$ cat src/rtl/fcl_pkg.sv
// Shared state encoding and default datapath widths for the FC neuron accumulator.
package fcl_pkg;

   typedef enum logic [1:0] {FCL_IDLE, FCL_ACCUM, FCL_OUTPUT} fcl_acc_state_t;

   localparam int unsigned FCL_PSUM_WIDTH = 19;
   localparam int unsigned FCL_ACC_WIDTH  = 32;
   localparam int unsigned FCL_OUT_WIDTH  = 16;

endpackage

$ cat src/rtl/fcl_sat_shift.sv
// Combinational rescale (arithmetic right shift), signed saturation and optional ReLU.
// Define FCL_ACC_RELU_EN to zero negative results (sat then flags positive clamping only).
module fcl_sat_shift #(
   parameter int unsigned ACC_WIDTH  = 32,
   parameter int unsigned OUT_WIDTH  = 16,
   parameter int unsigned FRAC_SHIFT = 8
) (
   input  logic signed [ACC_WIDTH-1:0] sum,
   output logic signed [OUT_WIDTH-1:0] data,
   output logic                        sat
);

   localparam logic signed [ACC_WIDTH-1:0] MAX_VAL =
      {{(ACC_WIDTH-OUT_WIDTH+1){1'b0}}, {(OUT_WIDTH-1){1'b1}}};
   localparam logic signed [ACC_WIDTH-1:0] MIN_VAL =
      {{(ACC_WIDTH-OUT_WIDTH+1){1'b1}}, {(OUT_WIDTH-1){1'b0}}};

   logic signed [ACC_WIDTH-1:0] shifted;

   always_comb begin
      shifted = sum >>> FRAC_SHIFT;
      data    = shifted[OUT_WIDTH-1:0];
      sat     = 1'b0;
      if (shifted > MAX_VAL) begin
         data = MAX_VAL[OUT_WIDTH-1:0];
         sat  = 1'b1;
      end else if (shifted < MIN_VAL) begin
         data = MIN_VAL[OUT_WIDTH-1:0];
         sat  = 1'b1;
      end
`ifdef FCL_ACC_RELU_EN
      // A negative clamp collapses to zero and is not reported as saturation.
      if (data[OUT_WIDTH-1]) begin
         data = '0;
         sat  = 1'b0;
      end
`else
`endif
   end

endmodule

$ cat src/rtl/fcl_neuron_acc.sv
// Sequential FC-neuron accumulator: bias + NUM_TERMS partial sums, rescaled and saturated.
// Optional FCL_ACC_RELU_EN enables ReLU in the output stage (see fcl_sat_shift).
module fcl_neuron_acc
   import fcl_pkg::*;
#(
   parameter int unsigned IN_WIDTH   = FCL_PSUM_WIDTH,
   parameter int unsigned ACC_WIDTH  = FCL_ACC_WIDTH,
   parameter int unsigned OUT_WIDTH  = FCL_OUT_WIDTH,
   parameter int unsigned NUM_TERMS  = 50,
   parameter int unsigned FRAC_SHIFT = 8
) (
   input  logic                 fcl_acc_clk,
   input  logic                 fcl_acc_rst_b,
   input  logic                 fcl_acc_clr_i,
   input  logic                 fcl_acc_in_valid_i,
   input  logic [IN_WIDTH-1:0]  fcl_acc_in_data_i,
   output logic                 fcl_acc_in_ready_o,
   input  logic [IN_WIDTH-1:0]  fcl_acc_bias_i,
   output logic                 fcl_acc_out_valid_o,
   output logic [OUT_WIDTH-1:0] fcl_acc_out_data_o,
   output logic                 fcl_acc_out_sat_o,
   input  logic                 fcl_acc_out_ready_i
);

   localparam int unsigned CNT_WIDTH = $clog2(NUM_TERMS + 1);
   localparam logic [CNT_WIDTH-1:0] LAST_CNT = CNT_WIDTH'(NUM_TERMS - 1);

   if (ACC_WIDTH < IN_WIDTH + $clog2(NUM_TERMS + 1) || NUM_TERMS < 2) begin : g_param_check
      $error("fcl_neuron_acc: ACC_WIDTH too narrow or NUM_TERMS < 2");
   end

   fcl_acc_state_t              state_q, state_d;
   logic signed [ACC_WIDTH-1:0] acc_q, acc_d;
   logic [CNT_WIDTH-1:0]        cnt_q, cnt_d;
   logic                        out_valid_q, out_valid_d;
   logic [OUT_WIDTH-1:0]        out_data_q, out_data_d;
   logic                        out_sat_q, out_sat_d;
   logic                        ready_q, ready_d;

   logic signed [ACC_WIDTH-1:0] data_ext, bias_ext, final_sum;
   logic signed [OUT_WIDTH-1:0] sat_data;
   logic                        sat_flag;
   logic                        beat;

   assign data_ext  = {{(ACC_WIDTH-IN_WIDTH){fcl_acc_in_data_i[IN_WIDTH-1]}}, fcl_acc_in_data_i};
   assign bias_ext  = {{(ACC_WIDTH-IN_WIDTH){fcl_acc_bias_i[IN_WIDTH-1]}}, fcl_acc_bias_i};
   assign final_sum = acc_q + data_ext;
   // ready_q is held low through reset and tracks "not in OUTPUT" afterwards.
   assign beat      = fcl_acc_in_valid_i & ready_q;

   fcl_sat_shift #(
      .ACC_WIDTH  (ACC_WIDTH),
      .OUT_WIDTH  (OUT_WIDTH),
      .FRAC_SHIFT (FRAC_SHIFT)
   ) u_sat_shift (
      .sum  (final_sum),
      .data (sat_data),
      .sat  (sat_flag)
   );

   always_comb begin
      state_d     = state_q;
      acc_d       = acc_q;
      cnt_d       = cnt_q;
      out_valid_d = out_valid_q;
      out_data_d  = out_data_q;
      out_sat_d   = out_sat_q;
      if (fcl_acc_clr_i) begin
         state_d     = FCL_IDLE;
         acc_d       = '0;
         cnt_d       = '0;
         out_valid_d = 1'b0;
         out_data_d  = '0;
         out_sat_d   = 1'b0;
      end else begin
         unique case (state_q)
            FCL_IDLE: begin
               if (beat) begin
                  acc_d   = bias_ext + data_ext;
                  cnt_d   = CNT_WIDTH'(1);
                  state_d = FCL_ACCUM;
               end
            end
            FCL_ACCUM: begin
               if (beat) begin
                  acc_d = final_sum;
                  cnt_d = cnt_q + CNT_WIDTH'(1);
                  if (cnt_q == LAST_CNT) begin
                     out_valid_d = 1'b1;
                     out_data_d  = sat_data;
                     out_sat_d   = sat_flag;
                     state_d     = FCL_OUTPUT;
                  end
               end
            end
            FCL_OUTPUT: begin
               if (fcl_acc_out_ready_i) begin
                  out_valid_d = 1'b0;
                  acc_d       = '0;
                  cnt_d       = '0;
                  state_d     = FCL_IDLE;
               end
            end
            default: state_d = FCL_IDLE;
         endcase
      end
      ready_d = (state_d != FCL_OUTPUT);
   end

   always_ff @(posedge fcl_acc_clk or negedge fcl_acc_rst_b) begin
      if (!fcl_acc_rst_b) begin
         state_q     <= FCL_IDLE;
         acc_q       <= '0;
         cnt_q       <= '0;
         out_valid_q <= 1'b0;
         out_data_q  <= '0;
         out_sat_q   <= 1'b0;
         ready_q     <= 1'b0;
      end else begin
         state_q     <= state_d;
         acc_q       <= acc_d;
         cnt_q       <= cnt_d;
         out_valid_q <= out_valid_d;
         out_data_q  <= out_data_d;
         out_sat_q   <= out_sat_d;
         ready_q     <= ready_d;
      end
   end

   assign fcl_acc_in_ready_o  = ready_q;
   assign fcl_acc_out_valid_o = out_valid_q;
   assign fcl_acc_out_data_o  = out_data_q;
   assign fcl_acc_out_sat_o   = out_sat_q;

endmodule

$ cat config.mk
export PLATFORM = sky130hd
export DESIGN_NAME = fcl_neuron_acc
export DESIGN_NICKNAME = d
export VERILOG_FILES = /design/src/rtl/fcl_pkg.sv /design/src/rtl/fcl_sat_shift.sv /design/src/rtl/fcl_neuron_acc.sv
export SDC_FILE = /design/constraint.sdc
export NUM_CORES = 1
export LEC_CHECK = 0
export BUFFER_PORTS_ARGS = -buffer_cell sky130_fd_sc_hd__buf_4
export CORE_UTILIZATION = 55
export DETAILED_ROUTE_END_ITERATION = 10
export PLACE_DENSITY = 0.85
export RECOVER_POWER = 50
export SETUP_SLACK_MARGIN = 0.5
export SLEW_MARGIN = 20
export SYNTH_ARGS = -nofsm -noshare
export SYNTH_HDL_FRONTEND = slang
export SYNTH_SLANG_ARGS = --single-unit
$ cat constraint.sdc
create_clock -name fcl_acc_clk -period 6.2 [get_ports fcl_acc_clk]
set_input_delay 1.86 -clock fcl_acc_clk [delete_from_list [all_inputs] [get_ports fcl_acc_clk]]
set_output_delay 1.86 -clock fcl_acc_clk [all_outputs]
set_load 0.02 [all_outputs]
### Yosys cells after proc, flatten, opt, wreduce, memory -nomap -nowiden

Index checks and enable logic that the tools add are counted.

| storage, ports and cells | value |
|---|---|
| bits in registers | 59 |
| bits of input ports | 43 |
| output and inout port bits | 19 |

| cells by class | value |
|---|---|
| bitwise operators | 1 |
| reduce and logical (&&, ||, !) cells | 9 |
| order comparisons | 2 |
| add/subtract/negate cells | 3 |
| equality and inequality tests | 8 |
| multiplexer cells | 33 |

Operator list:

| cell | number |
|---|---|
| $mux W32 | 4 |
| $mux W16 | 6 |
| $pmux W32 S3 | 1 |
| $add A32 B19 Y32 | 1 |
| $gt A24 B16 Y1 const B | 1 |
| $lt A24 B16 Y1 const B | 1 |
| $mux W6 | 4 |
| $add A19 B19 Y20 | 1 |
| $pmux W6 S3 | 1 |
| $ne A3 B3 Y1 const B | 4 |
| $mux W1 | 10 |
| $mux W2 | 5 |
| $reduce_and A4 Y1 | 2 |
| $add A6 B1 Y6 const B | 1 |
| $eq A6 B6 Y1 const B | 1 |
| $pmux W2 S3 | 1 |
| $reduce_bool A2 Y1 | 3 |
| $reduce_bool A4 Y1 | 1 |
| $reduce_and A3 Y1 | 1 |
| $reduce_bool A3 Y1 | 1 |
| $eq A2 B1 Y1 const B | 1 |
| $eq A2 B2 Y1 const B | 1 |
| $logic_not A2 Y1 | 1 |
| $ne A2 B2 Y1 const B | 1 |
| 2 further kinds | 2 |

### Depth between registers and ports, before layout

Gate-level depths: netlist of run 1.

| logic depth | value |
|---|---|
| depth in word-level cells | 8 |
| depth in mapped cells | 13 |
| gate-level depth less buffers | 12 |

### Cells and area by module

Synthesis of run 1 repeated with hierarchy kept, for this count alone.

| unflattened totals | value |
|---|---|
| cells, all modules | 628 |
| area, all modules | 5465.2 µm² |

By module, submodules not included:

| module | cells an instance | times used | seq. area each (µm²) | area an instance (µm²) |
|---|---|---|---|---|
| fcl_neuron_acc | 583 | 1 | 1476.4 | 5165.0 |
| fcl_sat_shift | 45 | 1 | 0.0 | 300.3 |

### Least setup slack after synthesis of run 1

No wires, ideal clock.

| timing path | value |
|---|---|
| path type | input port to flip-flop |
| start | input port fcl_acc_in_data_i[0] |
| end | register acc_q[18] |
| stages on the path | 11 |
| path slack | 1.446 ns |
| required time | 6.122 ns |
| path buffers | 0 |
| setup time | 0.078 ns |
| arrival | 4.677 ns |
| cell sequence | ha_1 fa_1 a21o_1 a21o_1 a2111oi_0 o31ai_1 o41ai_2 o21ai_1 o41ai_1 mux2_2 o21ai_1 |

| on the way | value |
|---|---|
| cells in the longest elaborated chain, start to end | 4 |

RTL lines:

| element | line | source |
|---|---|---|
| start, declared | fcl_neuron_acc.sv:16 | `input logic [IN_WIDTH-1:0] fcl_acc_in_data_i,` |
| $add A32 B19 Y32 / $add A19 B19 Y20 (equally long branches) | fcl_neuron_acc.sv:47, fcl_neuron_acc.sv:79 |  |
| $mux W32 (on tied branches) | fcl_neuron_acc.sv:85, fcl_neuron_acc.sv:78 |  |
| $pmux W32 S3 * | fcl_neuron_acc.sv:76 | `unique case (state_q)` |
| $mux W32 * | fcl_neuron_acc.sv:68 | `if (fcl_acc_clr_i) begin` |
| end signal, assigned | fcl_neuron_acc.sv:113 | `acc_q <= '0;` |
| end signal, assigned | fcl_neuron_acc.sv:121 | `acc_q <= acc_d;` |
| end, declared | fcl_neuron_acc.sv:33 | `logic signed [ACC_WIDTH-1:0] acc_q, acc_d;` |

Every way passes the cells marked *; elsewhere a longest branch is shown, timed or not. The select of a mux whose other input is x is not followed.
A chain may end at the register's enable or synchronous reset.

### Worst setup path in the final report of run 1

Ends and elaborated chain as after synthesis.

==> results.cfg, run 1 <==
[clock_tree]
postCtsHoldBufs = 0
clockBufferDepth = 2
cts_setup_buffers = 0
cts-root-buf = clkbuf_8
cts.sinks = 59
cts_resized = 0
clk_pin_slew_worst_paths_ns = 0.07
htreeDepth = 3
clk_latency_ns = 0.35
numCtsBuffers = 9
cts_tree = done

[drt]
drt_wl_total_um = 15500
vias = 5567
viasPerCell = 6.59
drc = 0
ant_nets = 0
wire_per_inst_um = 18.4
firstDrtPassIters = 5
dr.first_iter.drc_count = 340

[timing]
fin_setup_tns_ns = 0
max_freq_mhz = 193
fin_worst_skew_ns = 0.00951
relSlewSlack_pct = -112
fin_crit_sh_pct = 83.5
rsz0062_at_grt = no
worstMarginPinSlew_ns = 3.18
slew_viol_final = 60
holdWs_ns = 0.489
setup_viol = 0
hold_viol = 0
fin_crit_ns = 5.17

[global_route]
antenna_found_initial = 0
grt_util_all_layers_pct = 30.0
grt_overflow = 0
first_global_vias = 5377
grt_pass1_wl_um = 26000
grt_max_degree = 60

[layout]
final_area_um2 = 6330
multi_input_area_um2 = 3970
area_growth_pct = 11.5
antenna-diode-count = 0
drive_gt1_share_pct = 15.4
seq_area_um2 = 1480
nNetsFinal = 808
fillers = 845

[logic_synthesis]
synth_cell_types = 81
async_flop_share_pct = 100
synthAdderAreaFrac_pct = 13.0
synth_warnings = 0
synth_fp_nets = 761
ys_dominant_reg_cell = dfrtp_1
synthTopCellsByCount = nand2_1 (67), a21oi_1 (61), dfrtp_1 (59), ha_1 (56), nor2_1 (38)
synth_edf_count = 0
synth_compound_area_share_pct = 33.6
netlist.area_leader.share_pct = 26.0
synth-simple-area-share_pct = 16.3
ys_seq_area_share_pct = 26.0
synth_top_family_by_area = compound AO/OA/AOI/OAI gates
synth.ff_latch_count = 59
syn_avg_cell_area_um2 = 8.60
synth_mux_area_share_pct = 1.10
syn-instance-count = 660
netlist_area_um2 = 5680
yosysMostFrequentCell = nand2_1
synth_top_area_cell = dfrtp_1
synthTopCellsByArea = dfrtp_1 (26%), ha_1 (12%), a21oi_1 (5.4%)
synth_xor_area_share_pct = 5.40

[setup_path]
crit_required_ns = 6.47
critPathKind = in -> reg
start_kind = input pin
worstPathArrival_ns = 5.45
end_kind = flop
cp_max_fo = 3

[floorplan]
ioPinCount = 62
rows = 36
die_x_um = 104
initial_core_util_pct = 57.3
die_y_um = 104
dieArea_um2 = 10700
core_area_um2 = 9910

[placed_design]
gp_congestion = 0.943
io_buffers = 61
dpl_cell_area_um2 = 6150
hpwl_um = 12000

[pwr]
peakVddDrop_mv = 0.141
p_leak_nw = 2.86
powerDensity_nw_per_um2 = 235

[status]
outcome = finished, violations left
violations = max-capacitance violations, max-slew violations

[min_path]
min_path_type = reg -> reg

[run]
maxCapViolCount = 1
## state kept, by name (all words and copies together) (netlist names)
signal               count
acc_q                   32
cnt_q                    6
fcl_acc_in_ready_o       1
fcl_acc_out_data_o      16
fcl_acc_out_sat_o        1
fcl_acc_out_valid_o      1
state_q                  2
## layout make-up
type	count	share of cell area, %
tap	133	2.63
sequential	59	23.3
clock buffer	12	2.45
clock inverter	4	0.771
inverter	21	1.25
timing repair buffer	63	6.88
multi-input combinational	553	62.7
## per-layer routing
layer / vias up / global-route usage [%] / part of all wire, %
met1: 2657 / 37.7 / 43
met5: - / 0 / 0
met3: 50 / 4.97 / 6.3
li1: 2626 / - / -
met4: 0 / 14.2 / 3.6
met2: 234 / 50.1 / 48
## worst paths after layout
| path | start | to | slack (ns) | cells past startpoint |
|---|---|---|---|---|
| max | fcl_acc_in_data_i[0] | acc_q[18] | 1.03 | 12 |
| min | fcl_acc_out_data_o[15] | fcl_acc_out_data_o[15] | 0.49 | 2 |
| max reg2reg | acc_q[0] | fcl_acc_out_data_o[8] | 2.31 | 12 |
| min reg2reg | fcl_acc_out_data_o[15] | fcl_acc_out_data_o[15] | 0.49 | 2 |
| max in group asynchronous | fcl_acc_rst_b | acc_q[21] | 1.83 | 1 |
| min in group asynchronous | fcl_acc_rst_b | acc_q[26] | 2.56 | 1 |
## critical path, stage by stage
cell       delay, ns
buf_4           0.12
ha_1            0.22
fa_1            0.41
a21o_1          0.17
a21o_1          0.21
a2111oi_0       0.72
o31ai_1         0.26
o41ai_2         0.41
o21ai_1         0.21
o41ai_1         0.38
mux2_2          0.38
o21ai_1         0.10
## kinds of logic after synthesis
family / after synthesis
simple gates: 189
compound gates: 265
buf+inv: 48
xor+xnor: 35
fa+ha+maj: 58
flops: 59
mux: 6
## layout by cell type (no fill, tap or decap), types with 5 or more instances in the layout
cell type  Yosys  layout
o21ai_0       21      21
a211oi_1       7       6
o22ai_1        5       5
ha_1          56      56
o21bai_1       8       8
nor3_1        20      20
a32o_1         8       8
o211ai_1       8       8
a22o_1        11      11
a22oi_2       11      11
a21o_1        19      19
dfrtp_1       59      59
nand2_1       67      67
nand3_1       10      10
inv_1         20      20
o21a_1         5       5
and2_1         8       8
buf_4          1      53
o21ai_1       25      25
clkbuf_8       2      11
a21oi_1       61      60
nand4_1       10      10
clkbuf_1      10      11
a22oi_1       13      13
nand2b_1       8       8
nor2_1        38      37
o31ai_1       13      13
xor2_1        21      21
a31oi_1        8       8
xnor2_1       14      14
## through the flow
| step | worst slack [ns] | util (%) | power [mW] | cells |
|---|---|---|---|---|
| CTS | 1.10 | 64.1 | 1.48 | 845 |
| floorplan | 1.45 | - | 0.947 | 660 |
| global placement | 0.889 | 62.1 | 1.09 | 829 |
| global route | 0.752 | 63.9 | 1.58 | 845 |
| detailed placement | 0.772 | 62.1 | 1.11 | 829 |
| finish | 1.03 | 63.9 | 1.49 | 845 |
## power by group
part	total [mW]	switching (mW)	internal [mW]
Sequential	0.439	0.0219	0.417
Combinational	0.682	0.418	0.264
Clock	0.367	0.160	0.207
(Power assumes the default switching activity.)
==> inputs of run 2 (changes only) <==
--- a/config.mk
+++ b/config.mk
@@ -8,7 +8,7 @@
 export BUFFER_PORTS_ARGS = -buffer_cell sky130_fd_sc_hd__buf_4
 export CORE_UTILIZATION = 55
 export DETAILED_ROUTE_END_ITERATION = 10
-export PLACE_DENSITY = 0.85
+export PLACE_DENSITY = 0.88
 export RECOVER_POWER = 50
 export SETUP_SLACK_MARGIN = 0.5
 export SLEW_MARGIN = 20
==> constraint.sdc (replaced) <==
create_clock -name fcl_acc_clk -period 4.4 [get_ports fcl_acc_clk]
set_input_delay 1.32 -clock fcl_acc_clk [delete_from_list [all_inputs] [get_ports fcl_acc_clk]]
set_output_delay 1.32 -clock fcl_acc_clk [all_outputs]
set_load 0.02 [all_outputs]
==> run 2 against run 1 <==
Worst setup slack worse by 0.64 ns. Sequential share of layout area down 3.6 points. Cell count up 7.2%. Critical path type unchanged. Power up 68%. Sequential power up 44%. Count of clock-buffer cells in the layout down 2. Worst hold slack better by 0.0071 ns. The flow still finishes with violations (max-capacitance violations, max-slew violations). Flip-flop and latch count unchanged.
==> results.cfg, run 2 (synthesis results as in run 1) <==
[timing]
setup_viol = 0
slew_viol_final = 60
fin_crit_ns = 4.01
fin_crit_sh_pct = 91.2
worstMarginPinSlew_ns = 1.52
fin_worst_skew_ns = 0.0136
rsz0062_at_grt = yes
hold_viol = 0
fin_setup_tns_ns = 0
max_freq_mhz = 249
holdWs_ns = 0.496
relSlewSlack_pct = -1.60

[drt]
firstDrtPassIters = 6
topRoutingLayerUsed = met4
dr.first_iter.drc_count = 697
drc = 0
viasPerCell = 6.97
route.met3.wl_um = 2040
routed-wl-met2_um = 9590
wl_met1_um = 7430
wire_per_inst_um = 22.2
ant_nets = 0
vias = 6311
drt_wl_total_um = 20100

[clock_tree]
htreeDepth = 3
clk_latency_ns = 0.35
cts-root-buf = clkbuf_8
numCtsBuffers = 9
clk_pin_slew_worst_paths_ns = 0.07
cts_tree = done
cts.sinks = 59
clockBufferDepth = 2

[setup_path]
reg2reg_slack_ns = 1.01
start_kind = input pin
critPathKind = in -> reg
r2r-start = acc_q[5]
cp_max_fo = 5
rr_worst_depth = 10
end_kind = flop
reg2reg_to = fcl_acc_out_data_o[9]
crit_required_ns = 4.66
worstPathArrival_ns = 4.27

[layout]
fillers = 610
most-common-layout-cells = buf_4 (104), nand2_1 (66), dfrtp_1 (59)
largest_register_ffs = 32
area_growth_pct = 31.6
drive_gt1_share_pct = 32.0
top_register = acc_q
layout_commonest_cell = buf_4
nNetsFinal = 869
antenna-diode-count = 0

[min_path]
hold_start = fcl_acc_out_data_o[15]
min_to = fcl_acc_out_data_o[15]
whs_path_depth = 2
min_path_type = reg -> reg

[global_route]
grt_pass1_wl_um = 27600
antenna_found_initial = 0
grt_util_all_layers_pct = 32.1
first_global_vias = 5695
grt_max_degree = 60
grt_overflow = 0

[floorplan]
rows = 36
initial_core_util_pct = 57.3
ioPinCount = 62
die_y_um = 104
dieArea_um2 = 10700
die_x_um = 104
core_area_um2 = 9910

[pwr]
powerDensity_nw_per_um2 = 335
peakVddDrop_mv = 0.197
total_power_mw = 2.50
p_leak_nw = 3.23

[placed_design]
hpwl_um = 12700
io_buffers = 61
gp_congestion = 0.986

[status]
violations = max-capacitance violations, max-slew violations
outcome = finished, violations left

[run]
maxCapViolCount = 1
==> run 2: cell types whose count changed in the layout (fill, tap and decap cells not counted), sizes merged <==
cell	change
bufinv	+1
clkbuf	-1
clkinvlp	+2
clkinv	-1
buf	+60
==> run 2: worst max path at each step <==
stage | from | to | slack, ns | depth (start not counted)
floorplan | fcl_acc_in_data_i[0] | acc_q[18] | 0.38 | 11
global placement | fcl_acc_in_data_i[0] | acc_q[18] | -0.06 | 12
detailed placement | fcl_acc_in_data_i[18] | fcl_acc_out_data_o[8] | -0.20 | 10
CTS | fcl_acc_in_data_i[4] | fcl_acc_out_data_o[8] | 0.46 | 11
global route | fcl_acc_in_data_i[9] | fcl_acc_out_data_o[9] | 0.27 | 12
finish | fcl_acc_in_data_i[5] | fcl_acc_out_data_o[9] | 0.39 | 11
==> run 2: where the power goes <==
group / switching [mW] / internal [mW] / leakage (nW)
sequential: 0.0460 / 0.587 / 0.791
clock: 0.242 / 0.334 / 0.108
combinational: 0.750 / 0.545 / 2.33
==> run 2: cell type report <==
type / instances / area [µm²] / share of cell area, %
Clock buffer: 10 / 138 / 1.84
Clock inverter: 6 / 88.8 / 1.19
Inverter: 21 / 78.8 / 1.06
Multi-Input combinational cell: 553 / 4540 / 60.8
Sequential cell: 59 / 1480 / 19.8
Tap cell: 133 / 166 / 2.23
Timing Repair Buffer: 124 / 978 / 13.1
==> run 2: stage by stage <==
step,utilization [%],cells,setup WS [ns],area [µm²]
floorplan,-,660,0.376,5760
global placement,65.0,857,-0.0587,6440
detailed placement,65.0,857,-0.197,6440
CTS,69.8,884,0.462,6920
global route,75.4,906,0.271,7470
finish,75.4,906,0.387,7470
==> run 2: what timing repair did <==
action                                  4_1_cts  5_1_grt
hold buffers                                  0        0
cloned                                        0        1
endpoints found under the setup margin       17       19
buffers inserted                             11       21
gates resized for setup                      30       73
pin swaps                                     7       47
==> run 2: metal layers <==
layer | global-route usage (%) | up-vias
li1 | - | 2743
met1 | 40.6 | 2978
met5 | 0 | -
met3 | 6.67 | 112
met2 | 51.6 | 478
met4 | 16.9 | 0
==> run 2: worst max-delay path, cell delays in order <==
cell and delay (ns):
buf_6 0.11, ha_4 0.21, a2111o_1 0.49, o211ai_1 0.37, nand2_2 0.11, mux2_4 0.24
or4b_4 0.48, a2111oi_4 0.37, a22oi_2 0.19, buf_12 0.20, a22oi_2 0.17
